===== src/rtl/parallel_in_serial_out_piso_tx.sv =====
// rtl/parallel_in_serial_out_piso_tx.sv - PISO transmitter: valid/ready word load, one bit per enabled clock
// Drives serial data plus a per-bit strobe; a load on the last bit chains words with no idle gap.
module parallel_in_serial_out_piso_tx #(
  parameter int DATA_WIDTH = 4,
  parameter bit MSB_FIRST  = 1'b1
) (
  input  logic                  Clk_In,
  input  logic                  Reset_In,
  input  logic                  Enable_In,
  input  logic [DATA_WIDTH-1:0] Parallel_Data_In,
  input  logic                  Load_Valid_In,
  output logic                  Load_Ready_Out,
  output logic                  Serial_Data_Out,
  output logic                  Shift_Data_Signal_Out,
  output logic                  Busy_Out,
  output logic                  Done_Out
);

  localparam int CW = $clog2(DATA_WIDTH);
  localparam logic [CW-1:0] LAST_BIT = CW'(DATA_WIDTH - 1);
  localparam logic [CW-1:0] CNT_ONE  = CW'(1);

  typedef enum logic {
    IDLE  = 1'b0,
    SHIFT = 1'b1
  } state_t;

  state_t                state_q, state_d;
  logic [DATA_WIDTH-1:0] shreg_q, shreg_d, shifted;
  logic [CW-1:0]         cnt_q, cnt_d;
  logic                  last_bit, load_ready, load_accept;

  assign last_bit    = (state_q == SHIFT) && (cnt_q == LAST_BIT);
  assign load_ready  = Enable_In && ((state_q == IDLE) || last_bit);
  assign load_accept = load_ready && Load_Valid_In;

  // Shift toward whichever end feeds the serial line, zero filling behind.
  assign shifted = MSB_FIRST ? {shreg_q[DATA_WIDTH-2:0], 1'b0}
                             : {1'b0, shreg_q[DATA_WIDTH-1:1]};

  always_ff @(posedge Clk_In) begin
    if (Reset_In) begin
      state_q <= IDLE;
      shreg_q <= '0;
      cnt_q   <= '0;
    end else begin
      state_q <= state_d;
      shreg_q <= shreg_d;
      cnt_q   <= cnt_d;
    end
  end

  always_comb begin
    state_d = state_q;
    shreg_d = shreg_q;
    cnt_d   = cnt_q;
    if (Enable_In) begin
      case (state_q)
        IDLE: begin
          if (load_accept) begin
            state_d = SHIFT;
            shreg_d = Parallel_Data_In;
            cnt_d   = '0;
          end
        end
        SHIFT: begin
          shreg_d = shifted;
          cnt_d   = cnt_q + CNT_ONE;
          if (last_bit) begin
            cnt_d = '0;
            if (load_accept) begin
              shreg_d = Parallel_Data_In;
            end else begin
              state_d = IDLE;
            end
          end
        end
        default: state_d = IDLE;
      endcase
    end
  end

  // While paused the register holds, so the line keeps showing the pending bit.
  assign Serial_Data_Out       = (state_q == SHIFT) &&
                                 (MSB_FIRST ? shreg_q[DATA_WIDTH-1] : shreg_q[0]);
  assign Shift_Data_Signal_Out = (state_q == SHIFT) && Enable_In;
  assign Busy_Out              = (state_q == SHIFT);
  assign Done_Out              = last_bit && Enable_In;
  assign Load_Ready_Out        = load_ready;

endmodule

===== config.mk =====
export PLATFORM = sky130hd
export DESIGN_NAME = parallel_in_serial_out_piso_tx
export DESIGN_NICKNAME = d
export VERILOG_FILES = /design/src/rtl/parallel_in_serial_out_piso_tx.sv
export SDC_FILE = /design/constraint.sdc
export NUM_CORES = 1
export LEC_CHECK = 0
export CORE_AREA = 2 2 39 41
export DETAILED_ROUTE_END_ITERATION = 12
export DIE_AREA = 0 0 41 43
export PLACE_DENSITY_LB_ADDON = 0.12
export SLEW_MARGIN = 20
export SYNTH_ARGS = -nofsm -noshare
export SYNTH_HDL_FRONTEND = slang
export SYNTH_SLANG_ARGS = --single-unit
export TNS_END_PERCENT = 100

===== constraint.sdc =====
create_clock -name Clk_In -period 3.7 [get_ports Clk_In]
set_input_delay 0.37 -clock Clk_In [delete_from_list [all_inputs] [get_ports Clk_In]]
set_output_delay 0.37 -clock Clk_In [all_outputs]
set_load 0.005 [all_outputs]

After elaboration in Yosys (flattened, before gate mapping)
Cells that the tools add are included.
{"block": "op_classes", "n_mul": 0, "n_reduce_logical": 8, "n_bitwise": 1, "magnitude_cmp": 0, "eq_ne": 2, "shift": 0, "addsub": 1, "div": 0, "n_mux": 10}
{"cell": "4-bit 2-to-1 mux", "count": 3}
{"cell": "4-bit one-hot mux with 2 select lines", "count": 1}
{"cell": "1-bit logical AND", "count": 6}
{"cell": "2-bit 2-to-1 mux", "count": 2}
{"cell": "2-bit one-hot mux with 2 select lines", "count": 1}
{"cell": "2-bit by 1-bit adder with 2-bit output, second input constant", "count": 1}
{"cell": "2-bit equality test, second input constant", "count": 1}
{"cell": "1-bit 2-to-1 mux", "count": 2}
{"cell": "2-bit inequality test, second input constant", "count": 1}
{"cell": "1-bit one-hot mux with 2 select lines", "count": 1}
{"cell": "2-bit AND reduction", "count": 1}
{"cell": "1-bit logical OR", "count": 1}
{"cell": "1-bit inverter", "count": 1}
{"block": "totals", "romBits": 0, "latchBits": 0, "n_memories": 0, "out_inout_bits": 5, "register_bits": 7, "ram_bits": 0}

Logic depth before layout (Yosys ltp)
Gate-level depths: netlist of the first run.
{"block": "depth", "ltp_word": 8, "mapped_depth": 4, "ltp_nobuf": 4}

Worst setup path before layout of the first run
No wires, ideal clock.
{"block": "synth_timing", "kind": "reg-to-output", "start": "register cnt_q[0]", "end": "output port Load_Ready_Out", "slack_ns": 2.495, "arrival_time_ns": 0.835, "path_stages_with_launch": 4, "required_ns": 3.330, "path_buffers": 0, "cell_sequence": "dfxtp_1 > ha_1 > nand2b_1 > and2_1"}
{"block": "synth_via", "elab_chain_len": 4}
{"element": "start: declaration", "line_no": "30", "text": "logic [CW-1:0] cnt_q, cnt_d;"}
{"element": "start signal: assignment", "line_no": "49", "text": "cnt_q <= cnt_d;"}
{"element": "2-bit equality test", "line_no": "33", "text": "assign last_bit = (state_q == SHIFT) && (cnt_q == LAST_BIT);"}
{"element": "1-bit logical AND", "line_no": "33"}
{"element": "1-bit logical OR", "line_no": "34", "text": "assign load_ready = Enable_In && ((state_q == IDLE) || last_bit);"}
{"element": "1-bit logical AND", "line_no": "34"}
{"element": "end: declaration", "line_no": "12", "text": "output logic Load_Ready_Out,"}
No other way between the ends.

Final worst setup path of the first run
{"block": "layout_timing", "start": "input port Enable_In", "end": "output port Done_Out"}
{"block": "layout_via", "elab_chain_len": 1}
{"element": "start: declaration", "line_no": "9", "text": "input logic Enable_In,"}
{"element": "1-bit logical AND", "line_no": "88", "text": "assign Done_Out = last_bit && Enable_In;"}
{"element": "end: declaration", "line_no": "16", "text": "output logic Done_Out"}
No other way between the ends.

==> results of run 1 <==
[worst min path at each step]
stage	endpoint	depth (start not counted)	from	slack (ns)
CTS	shreg_q[3]$_SDFFE_PP0P_	2	shreg_q[3]$_SDFFE_PP0P_	0.48
detailed placement	shreg_q[0]$_SDFFE_PP0P_	2	shreg_q[0]$_SDFFE_PP0P_	0.46
global route	shreg_q[1]$_SDFFE_PP0P_	2	shreg_q[1]$_SDFFE_PP0P_	0.50
floorplan	shreg_q[0]$_SDFFE_PP0P_	2	shreg_q[0]$_SDFFE_PP0P_	0.43
finish	shreg_q[3]$_SDFFE_PP0P_	2	shreg_q[3]$_SDFFE_PP0P_	0.47
global placement	shreg_q[0]$_SDFFE_PP0P_	2	shreg_q[0]$_SDFFE_PP0P_	0.45
[cell families (layout without fill, tap and decap cells)]
| kind of cell | Yosys count | in the layout |
|---|---|---|
| adder cells (fa/ha/maj) | 1 | 1 |
| flip-flops | 7 | 7 |
| AO/OA/AOI/OAI | 15 | 15 |
| buffers and inverters | 6 | 20 |
| AND/OR/NAND/NOR | 13 | 13 |
[tightest hold or removal path, stage by stage (launching register included)]
cell	delay (ns)
dfxtp_1	0.29
inv_1	0.06
a221oi_1	0.07
[area by class of cell]
| class | instances | area share |
|---|---|---|
| multi-input combinational | 29 | 0.372 |
| sequential | 7 | 0.274 |
| timing repair buffer | 12 | 0.235 |
| clock buffer | 4 | 0.0513 |
| tap | 16 | 0.0391 |
| inverter | 4 | 0.0293 |
[cells in the mapped netlist (all sizes together)]
| master | count |
|---|---|
| nand2b | 1 |
| a221oi | 3 |
| nand3 | 1 |
| ha | 1 |
| inv | 4 |
| and3 | 2 |
| o2111ai | 1 |
| o21ai | 4 |
| dfxtp | 7 |
| nand2 | 3 |
| or3 | 1 |
| buf | 2 |
| a22oi | 2 |
| a21oi | 2 |
| a31oi | 3 |
| and2 | 2 |
| nor2 | 3 |
[power breakdown]
| group | leakage (nW) | switching [W] | internal, W |
|---|---|---|---|
| registers | 0.0574 | 0.00000386 | 0.0000797 |
| logic | 0.116 | 0.0000121 | 0.0000166 |
| clock network | 0.0150 | 0.0000290 | 0.0000412 |
[layer usage]
layer	share of wire	global-route usage
met1	0.49	0.166
met2	0.44	0.156
met4	0	0.0400
met5	0	0
met3	0.068	0.0314
[per-stage QoR]
stage	std cells	utilization
floorplan	42	-
global route	72	0.370
CTS	72	0.370
detailed placement	68	0.351
global placement	68	0.351
finish	72	0.370
[sequential cells by signal (all words and copies together), names as in the netlist]
name / count
Busy_Out: 1
cnt_q: 2
shreg_q: 4
==> run summary, run 1 <==
## Power and ir drop
- **overall power** 0.000183 W
- **leak pwr** 0.188 nW
- **Cell Pwr Density** 357 nW/um^2
- **highest ir drop seen on vdd** 0.126 mV

## Cells and area
- **net count of the finished layout** 66
- **Storage cell area** 140 sq um
- **final instance area** 512 sq um
- **most frequent standard cell in the layout excluding fill and tap cells** clkdlybuf4s50_1
- **most frequent cells in the layout** clkdlybuf4s50_1, dfxtp_1, inv_1
- **number of fillers in the final layout** 158
- **area of combinational cells with multiple inputs** 190 sq um
- **area growth from synthesis to final layout** 40.5%
- **share of cells above drive strength 1** 0.107
- **diodes inserted** 0

## Timing
- **unrepaired setup endpoints after global routing** false
- **Hold Vio Cnt, Final** 0
- **Setup-failing EPs final** 0
- **ratio of final minimum period to clock period** 0.570
- **setup TNS** 0 ns
- **transition at the pin with the smallest max-transition slack** 0.383 ns
- **worst clock skew on the final layout** 0.00338 ns
- **final critical delay including setup and external delays** 2.11 ns
- **worst hold slack** 0.471 ns
- **Max Fclk** 474 MHz
- **worst slew slack as a fraction of its limit** 0.745
- **Slew Viols, Final** 0
- **smallest setup slack after layout** 1.59 ns

## GRT
- **number of antenna violations at the first check in global routing** 0
- **global-route total usage across every layer** 0.114
- **largest net degree at the start of global routing** 11
- **total congestion overflow after global routing** 0
- **via count of the first global-routing pass** 315
- **global-route wire length before repair** 1360 microns

## Critical path
- **reg2reg setup slack** 2.42 ns
- **required time reported for the critical path endpoint** 3.33 ns
- **maximum net fanout on the critical path** 9
- **critical path class** in -> out
- **Max stage delay on crit path** 0.64 ns
- **crit-path leading delay family** buffers and inverters
- **slowest library cell on the worst path** clkdlybuf4s50_1
- **Worst R2R Start** cnt_q[0]$_SDFFE_PP0P_
- **worst setup path startpoint** Enable_In
- **total buffers and inverters traversed by the critical path** 2
- **kind of launch point of the worst setup path** input pin
- **CP Cell Sequence** clkdlybuf4s50_1, and3_2, clkdlybuf4s50_1
- **Crit path arrival time** 1.74 ns
- **capture point of the worst path** Done_Out
- **CP most frequent cell** clkdlybuf4s50_1
- **RR Endpoint** cnt_q[0]$_SDFFE_PP0P_
- **number of cell instances on the worst register-to-register path** 4
- **critical path capture point type** output pin
- **stages on the worst setup path** 3

## Yosys
- **Synth Area in Compound Gates** 0.302
- **Synth top area share** 0.385
- **post-synthesis simple-gate area fraction** 0.186
- **share of synthesized cell area in full adder, half adder and majority cells** 0.0344
- **mean post-synth cell area** 8.67 sq um
- **Yosys warning count** 0
- **Mapped Nets** 51
- **multiplexer share of the synthesized area** 0
- **top cells by area, synth** dfxtp_1, a221oi_1, a31oi_1, o21ai_4, o21ai_0
- **sequential area share after synthesis** 0.385
- **largest family of logic cells by synthesized area** compound AO/OA/AOI/OAI gates
- **post-synthesis sequential element count** 7
- **post-synthesis xor/xnor area fraction** 0
- **distinct cell type count of the synthesized netlist** 21
- **netlist area before placement** 364 sq um
- **library cell with the largest summed area after synthesis** dfxtp_1
- **count of mapped cells out of synthesis** 42

## Clock tree
- **clock slew at the register clock pins of the worst setup and hold paths** 0.05 ns
- **number of resized instances in the post-cts repair step** 0
- **CTS buffer count** 3
- **hold buffer count at cts** 0
- **TritonCTS clock tree** yes
- **Post CTS Setup Buffer Count** 0
- **clock net sink count** 7
- **buffers from clock root to sink, at most** 2
- **cell at the root of the clock tree** clkbuf_4
- **Worst-Skew Late Latency** 0.25 ns
- **H-tree depth** 1

## Detailed routing
- **Via-to-Cell Ratio** 4.75
- **drt drc** 0
- **Initial DRC Count** 1
- **remaining antenna violation count after routing** 0
- **DRT Pass-1 Iters** 3
- **routed wire length** 820 microns
- **wire length per cell after detailed routing** 11.4 microns
- **vias after detailed routing** 342

## Placed design
- **GP Congestion** 0.631
- **dpl hpwl** 608 microns
- **worst setup slack before clock tree synthesis** 1.60 ns
- **total placed instance area** 485 sq um
- **count of buffers from port buffering** 12

## Die
- **die footprint** 1760 sq um
- **number of top-level pins** 13
- **area of the placeable core** 1380 sq um
- **std cell rows** 14
- **Die Height** 43 microns
- **floorplan die width** 41 microns
- **starting density of the core** 0.263

## Hold path
- **type of the most critical hold path** reg -> reg

## Status
- **result of the run** completed

## Job
- **maxcap violations** 0

No activity file was read; power rests on OpenSTA's default activity.
==> run 2, diff against run 1 <==
Clock period 3.7 ns to 1.7 ns, I/O delays scaled along.
==> run summary, run 2 (synthesized netlist as in run 1, its figures left out) <==
## Die
- **starting density of the core** 0.263, unchanged
- **Die Height** 43 microns, unchanged
- **number of top-level pins** 13, unchanged
- **std cell rows** 14, unchanged
- **floorplan die width** 41 microns, unchanged
- **area of the placeable core** 1380 sq um, unchanged
- **die footprint** 1760 sq um, unchanged

## Critical path
- **crit-path leading delay family** buffers and inverters
- **CP Cell Sequence** ha_2, and3_2, clkdlybuf4s50_1
- **kind of launch point of the worst setup path** flip-flop
- **slowest library cell on the worst path** clkdlybuf4s50_1
- **total buffers and inverters traversed by the critical path** 1, -1
- **critical path capture point type** output pin
- **Max stage delay on crit path** 0.49 ns, -0.15 ns
- **Crit path arrival time** 1.41 ns, -0.33 ns
- **required time reported for the critical path endpoint** 1.53 ns, -1.80 ns
- **maximum net fanout on the critical path** 3, -6
- **critical path class** reg -> out

## Detailed routing
- **Via-to-Cell Ratio** 4.81, +1.3%
- **DRT Pass-1 Iters** 4, +1
- **drt drc** 0, unchanged
- **Initial DRC Count** 9, +8
- **routed wire length** 811 microns, -1.1%
- **remaining antenna violation count after routing** 0, unchanged
- **wire length per cell after detailed routing** 10.8 microns, -5.1%
- **vias after detailed routing** 361, +5.6%

## Placed design
- **GP Congestion** 0.616, -2.3%
- **count of buffers from port buffering** 12, unchanged
- **dpl hpwl** 617 microns, +1.4%
- **worst setup slack before clock tree synthesis** 0.186 ns, -1.41 ns

## Clock tree
- **buffers from clock root to sink, at most** 2, unchanged
- **H-tree depth** 1, unchanged
- **clock net sink count** 7, unchanged
- **CTS buffer count** 3, unchanged
- **cell at the root of the clock tree** clkbuf_4
- **clock slew at the register clock pins of the worst setup and hold paths** 0.05 ns, about the same
- **Worst-Skew Late Latency** 0.24 ns, about the same
- **hold buffer count at cts** 0, unchanged
- **TritonCTS clock tree** yes

## Timing
- **final critical delay including setup and external delays** 1.58 ns
- **Max Fclk** 631 MHz
- **smallest setup slack after layout** 0.116 ns, -1.48 ns
- **worst hold slack** 0.466 ns, -0.00528 ns
- **worst clock skew on the final layout** 0.00413 ns, +0.000755 ns
- **setup TNS** 0 ns, unchanged
- **Hold Vio Cnt, Final** 0, unchanged
- **worst slew slack as a fraction of its limit** 0.812, +0.0675
- **transition at the pin with the smallest max-transition slack** 0.281 ns, -0.102 ns
- **ratio of final minimum period to clock period** 0.932
- **Setup-failing EPs final** 0, unchanged
- **Slew Viols, Final** 0, unchanged
- **unrepaired setup endpoints after global routing** false

## Cells and area
- **area growth from synthesis to final layout** 49.1%
- **most frequent standard cell in the layout excluding fill and tap cells** clkdlybuf4s50_1
- **diodes inserted** 0, unchanged
- **flip-flop count of the largest register, all copies and words added** 4, unchanged
- **Largest Register** shreg_q
- **area of combinational cells with multiple inputs** 193 sq um, +1.3%
- **Storage cell area** 144 sq um, +2.7%
- **share of cells above drive strength 1** 0.220, +0.113
- **number of fillers in the final layout** 153, -3.2%
- **post-route core utilization** 0.392, +0.0226
- **most frequent cells in the layout** clkdlybuf4s50_1, inv_1, dfxtp_1
- **net count of the finished layout** 69, +4.5%

## Power and ir drop
- **part of the total power dissipated in combinational logic** 0.173, +0.016
- **clock power share** 0.366, -0.019
- **overall power** 0.000392 W, +110%
- **switching pwr** 0.0000893 W, +98%
- **highest ir drop seen on vdd** 0.356 mV, +180%
- **Cell Pwr Density** 722 nW/um^2, +100%
- **portion of total power attributed to sequential cells** 0.461, +0.003
- **Switching Share** 0.228, -0.0187
- **internal power** 0.000303 W, +120%
- **leak pwr** 0.213 nW, +13%

## GRT
- **global-route wire length before repair** 1350 microns, -0.52%
- **via count of the first global-routing pass** 326, +3.5%
- **number of antenna violations at the first check in global routing** 0, unchanged
- **largest net degree at the start of global routing** 11, unchanged
- **global-route total usage across every layer** 0.118, +0.00379
- **total congestion overflow after global routing** 0, unchanged

## Job
- **maxcap violations** 0, unchanged

## Hold path
- **type of the most critical hold path** reg -> reg

## Status
- **result of the run** completed

-- run 2: cell type report --
cell class	count	area share
flip-flops and latches	7	0.265
repair buffers	15	0.267
well taps	16	0.0369
clock buffers	4	0.0484
multi-input cells	29	0.355
inverters	4	0.0276
-- run 2: path summary, 6_finish.rpt --
path / depth (start not counted) / to / slack (ns) / from
min reg2reg: 2 / cnt_q[0]$_SDFFE_PP0P_ / 0.47 / cnt_q[0]$_SDFFE_PP0P_
min: 2 / cnt_q[0]$_SDFFE_PP0P_ / 0.47 / cnt_q[0]$_SDFFE_PP0P_
max: 3 / Done_Out / 0.12 / cnt_q[1]$_SDFFE_PP0P_
max reg2reg: 5 / shreg_q[1]$_SDFFE_PP0P_ / 0.47 / cnt_q[1]$_SDFFE_PP0P_
-- run 2: what timing repair did --
action	4_1_cts	5_1_grt
gates resized for setup	2	3
hold endpoints to repair	0	0
pin swaps	1	0
setup buffers	1	0
endpoints found under the setup margin	2	2
-- run 2: worst register-to-register path, delay by kind of cell, from the launching register on --
kind,cells,cell delay [ns]
buffers and inverters,1,0.12
AND/OR/NAND/NOR,1,0.19
adder cells (fa/ha/maj),1,0.18
flip-flops,1,0.33
AO/OA/AOI/OAI,2,0.32
-- run 2: per-layer routing --
layer / GRT usage / part of all wire / vias to the layer above
li1: - / - / 190
met1: 0.139 / 0.45 / 160
met2: 0.163 / 0.46 / 11
met3: 0.0524 / 0.081 / 0
met4: 0.0800 / 0 / 0
met5: 0 / 0 / -
-- run 2: power groups by stage --
stage	Combinational (W)	Sequential (W)	Clock, W
finish	0.0000678	0.000181	0.000143
global route	0.0000752	0.000182	0.000165
CTS	0.0000695	0.000180	0.000152
detailed placement	0.0000689	0.000184	0
global placement	0.0000697	0.000184	0
floorplan	0.0000364	0.000181	0
-- run 2: metrics by stage --
stage	std cells	area, sq um
after global routing	75	543
final	75	543
after detailed placement	70	500
after floorplan	42	364
after global placement	70	500
after CTS	75	538
==> run 3, diff against run 2 <==
Settings changed: CAP_MARGIN set to 20.
==> results of run 3 <==
No change in the layout: final DEF, timing and power equal those of run 2.
==> RTL edit: new RTL, config.mk and constraints of run 2 <==
Change the parameter `DATA_WIDTH` from 4 to 8.
--- a/src/rtl/parallel_in_serial_out_piso_tx.sv
+++ b/src/rtl/parallel_in_serial_out_piso_tx.sv
@@ -1,7 +1,7 @@
 // rtl/parallel_in_serial_out_piso_tx.sv - PISO transmitter: valid/ready word load, one bit per enabled clock
 // Drives serial data plus a per-bit strobe; a load on the last bit chains words with no idle gap.
 module parallel_in_serial_out_piso_tx #(
-  parameter int DATA_WIDTH = 4,
+  parameter int DATA_WIDTH = 8,
   parameter bit MSB_FIRST  = 1'b1
 ) (
   input  logic                  Clk_In,
Interface: changed (resized Parallel_Data_In); port bits go from 13 to 17. No check against the original RTL was run, so the function may have changed too.
==> RTL edit against run 2 <==
- critical path depth grew 2
- routed wire length increased by 79%
- total power up 71%
- maximum frequency is 1.1% lower
- worst hold slack improved by 0.0077 ns
- sequential share of layout area up 0.47 points
- count of clock-buffer cells in the layout unchanged
- design area increased by 67%
- non-clock buffer count is 6 higher
- sequential cell count up 5
- worst setup slack worse by 0.018 ns
- register-to-register slack worse by 0.29 ns
- synthesized area up 76%
- critical endpoint is now Load_Ready_Out
- largest power group unchanged
==> RTL edit: results (changes against run 2) <==
pwr:
  switching_power_uw: 171  # +91%
  seq_power_uw: 311  # +72%
  pwr-share-clk: 0.348  # -0.018
  p_leak_uw: 0.000311  # +46%
  peakVddDrop_mv: 0.583  # +64%
finish:
  final_nets: 108  # +57%
  drive_gt1_frac: 0.237  # +0.0162
  fillers: 132  # -14%
  largest_reg_flops: 8  # +4
global_routing:
  use_met1: 0.267  # +0.128
  grt_util_all_layers: 0.202  # +0.0839
  grtUsageMet3: 0.0942  # +0.0419
  grt.met2_usage: 0.284  # +0.122
  grt_pass1_wl_um: 2420  # +79%
  grt_max_degree: 18  # +7
  grt_pass1_vias: 568  # +74%
setup_path:
  critPathArrivalTime_ns: 1.43  # +0.02 ns
  path_max_fanout: 5  # +2
  r2r_cells: 6  # +1
  critical-path-max-stage-delay_ns: 0.35  # -0.14 ns
  slowest_stage: "dfxtp_2"
  r2r_setup_slack_ns: 0.18  # -0.29 ns
  r2r_start: "cnt_q[0]"
clocking:
  cts_root_buffer: "clkbuf_4"
  cts_max_path_buffers: 2  # unchanged
  clk_latency_ns: 0.28  # +0.04 ns
  clk_pin_slew_worst_paths_ns: 0.08  # +0.03 ns
min_path:
  hold_path_class: "input port to register"
  hold_start: "Parallel_Data_In[0]"
  hold_depth: 3  # +1
  hold_path_end: "shreg_q[0]"
logic_synthesis:
  synth_top_area_cell: "dfxtp_1"
  synth_compound_area_frac: 0.292  # -0.0100
  yosysSeqAreaShare: 0.374  # -0.0106
  synth_fa_ha_area_frac: 0.0390  # +0.00462
  synth_nets: 87  # +71%
  ys_async_sr_fraction: 0  # unchanged
  synth.top_cells.by_area: "dfxtp_1 37%, a311oi_2 16%, nand3_1 7.8%"
  synth_common_cells: "12 x dfxtp_1, 10 x nand3_1, 9 x nor2_1, 8 x o21ai_1, 7 x a311oi_2"
  synth_cells: 73  # +74%
  ys_types: 21  # unchanged
route:
  wl_met3_um: 60  # -9.1%
  drt-met1-wl_um: 638  # +73%
  vias_per_cell: 5.54  # +15%
  vias: 604  # +67%
  wirelength_um: 1460  # +79%
  drt_iter0_markers: 13  # +4
  top_layer: "met4"
  wl_met2_um: 738  # +96%
placement:
  portBuffers: 16  # +4
  dp_cells: 103  # +47%
  dpl.hpwl_um: 969  # +57%
  place.gp.congestion: 0.692  # +12%
sta:
  maxSlewHeadroom: 0.620  # -0.192
  skew_ns: 0.00604  # +0.00191 ns
status:
  status: "complete, no violations"
RTL edit: changes by cell type in the layout (fill, tap and decap cells not counted), moves of 5 or more:
cell / delta
a311oi_2: +7
dfxtp_1: +5
nand3_1: +9
o21ai_1: +8
nor2_1: +6
RTL edit: timing repair:
action                                  in CTS  in global routing
endpoints found under the setup margin       2                  1
gates resized for setup                      7                  4
pin swaps                                    0                  0
hold buffers                                 0                  0
setup buffers                                1                  1
RTL edit: critical path, delay by kind of cell, from the launching register on:
kind / cells / cell delay, ns
flops: 1 / 0.35
fa+ha+maj: 2 / 0.33
simple gates: 2 / 0.29
buf+inv: 1 / 0.19
RTL edit: per-stage QoR:
step                hold WS (ns)  total power, µW  cell area, µm²  setup WS [ns]
floorplan                  0.238              385             642          0.328
detailed placement         0.450              440             818         0.0244
CTS                        0.459              669             877         0.0122
finish                     0.473              670             905         0.0986
global route               0.474              703             905         0.0252
global placement           0.445              438             818         0.0336
RTL edit: how the worst max path moves through the flow:
stage / slack [ns] / startpoint / cells past startpoint / end
after floorplan: 0.33 / cnt_q[0] / 6 / shreg_q[2]
after global placement: 0.03 / cnt_q[0] / 5 / Load_Ready_Out
after detailed placement: 0.02 / cnt_q[0] / 5 / Load_Ready_Out
after CTS: 0.01 / cnt_q[0] / 5 / Load_Ready_Out
after global routing: 0.03 / cnt_q[0] / 5 / Load_Ready_Out
final: 0.1 / cnt_q[0] / 5 / Load_Ready_Out
RTL edit: area by class of cell:
cell class	count	area, µm²	area share
inverters	1	3.75	0.00415
clock buffers	4	36.3	0.0401
well taps	16	20.0	0.0221
flip-flops and latches	12	244	0.270
multi-input cells	55	392	0.433
repair buffers	21	209	0.231
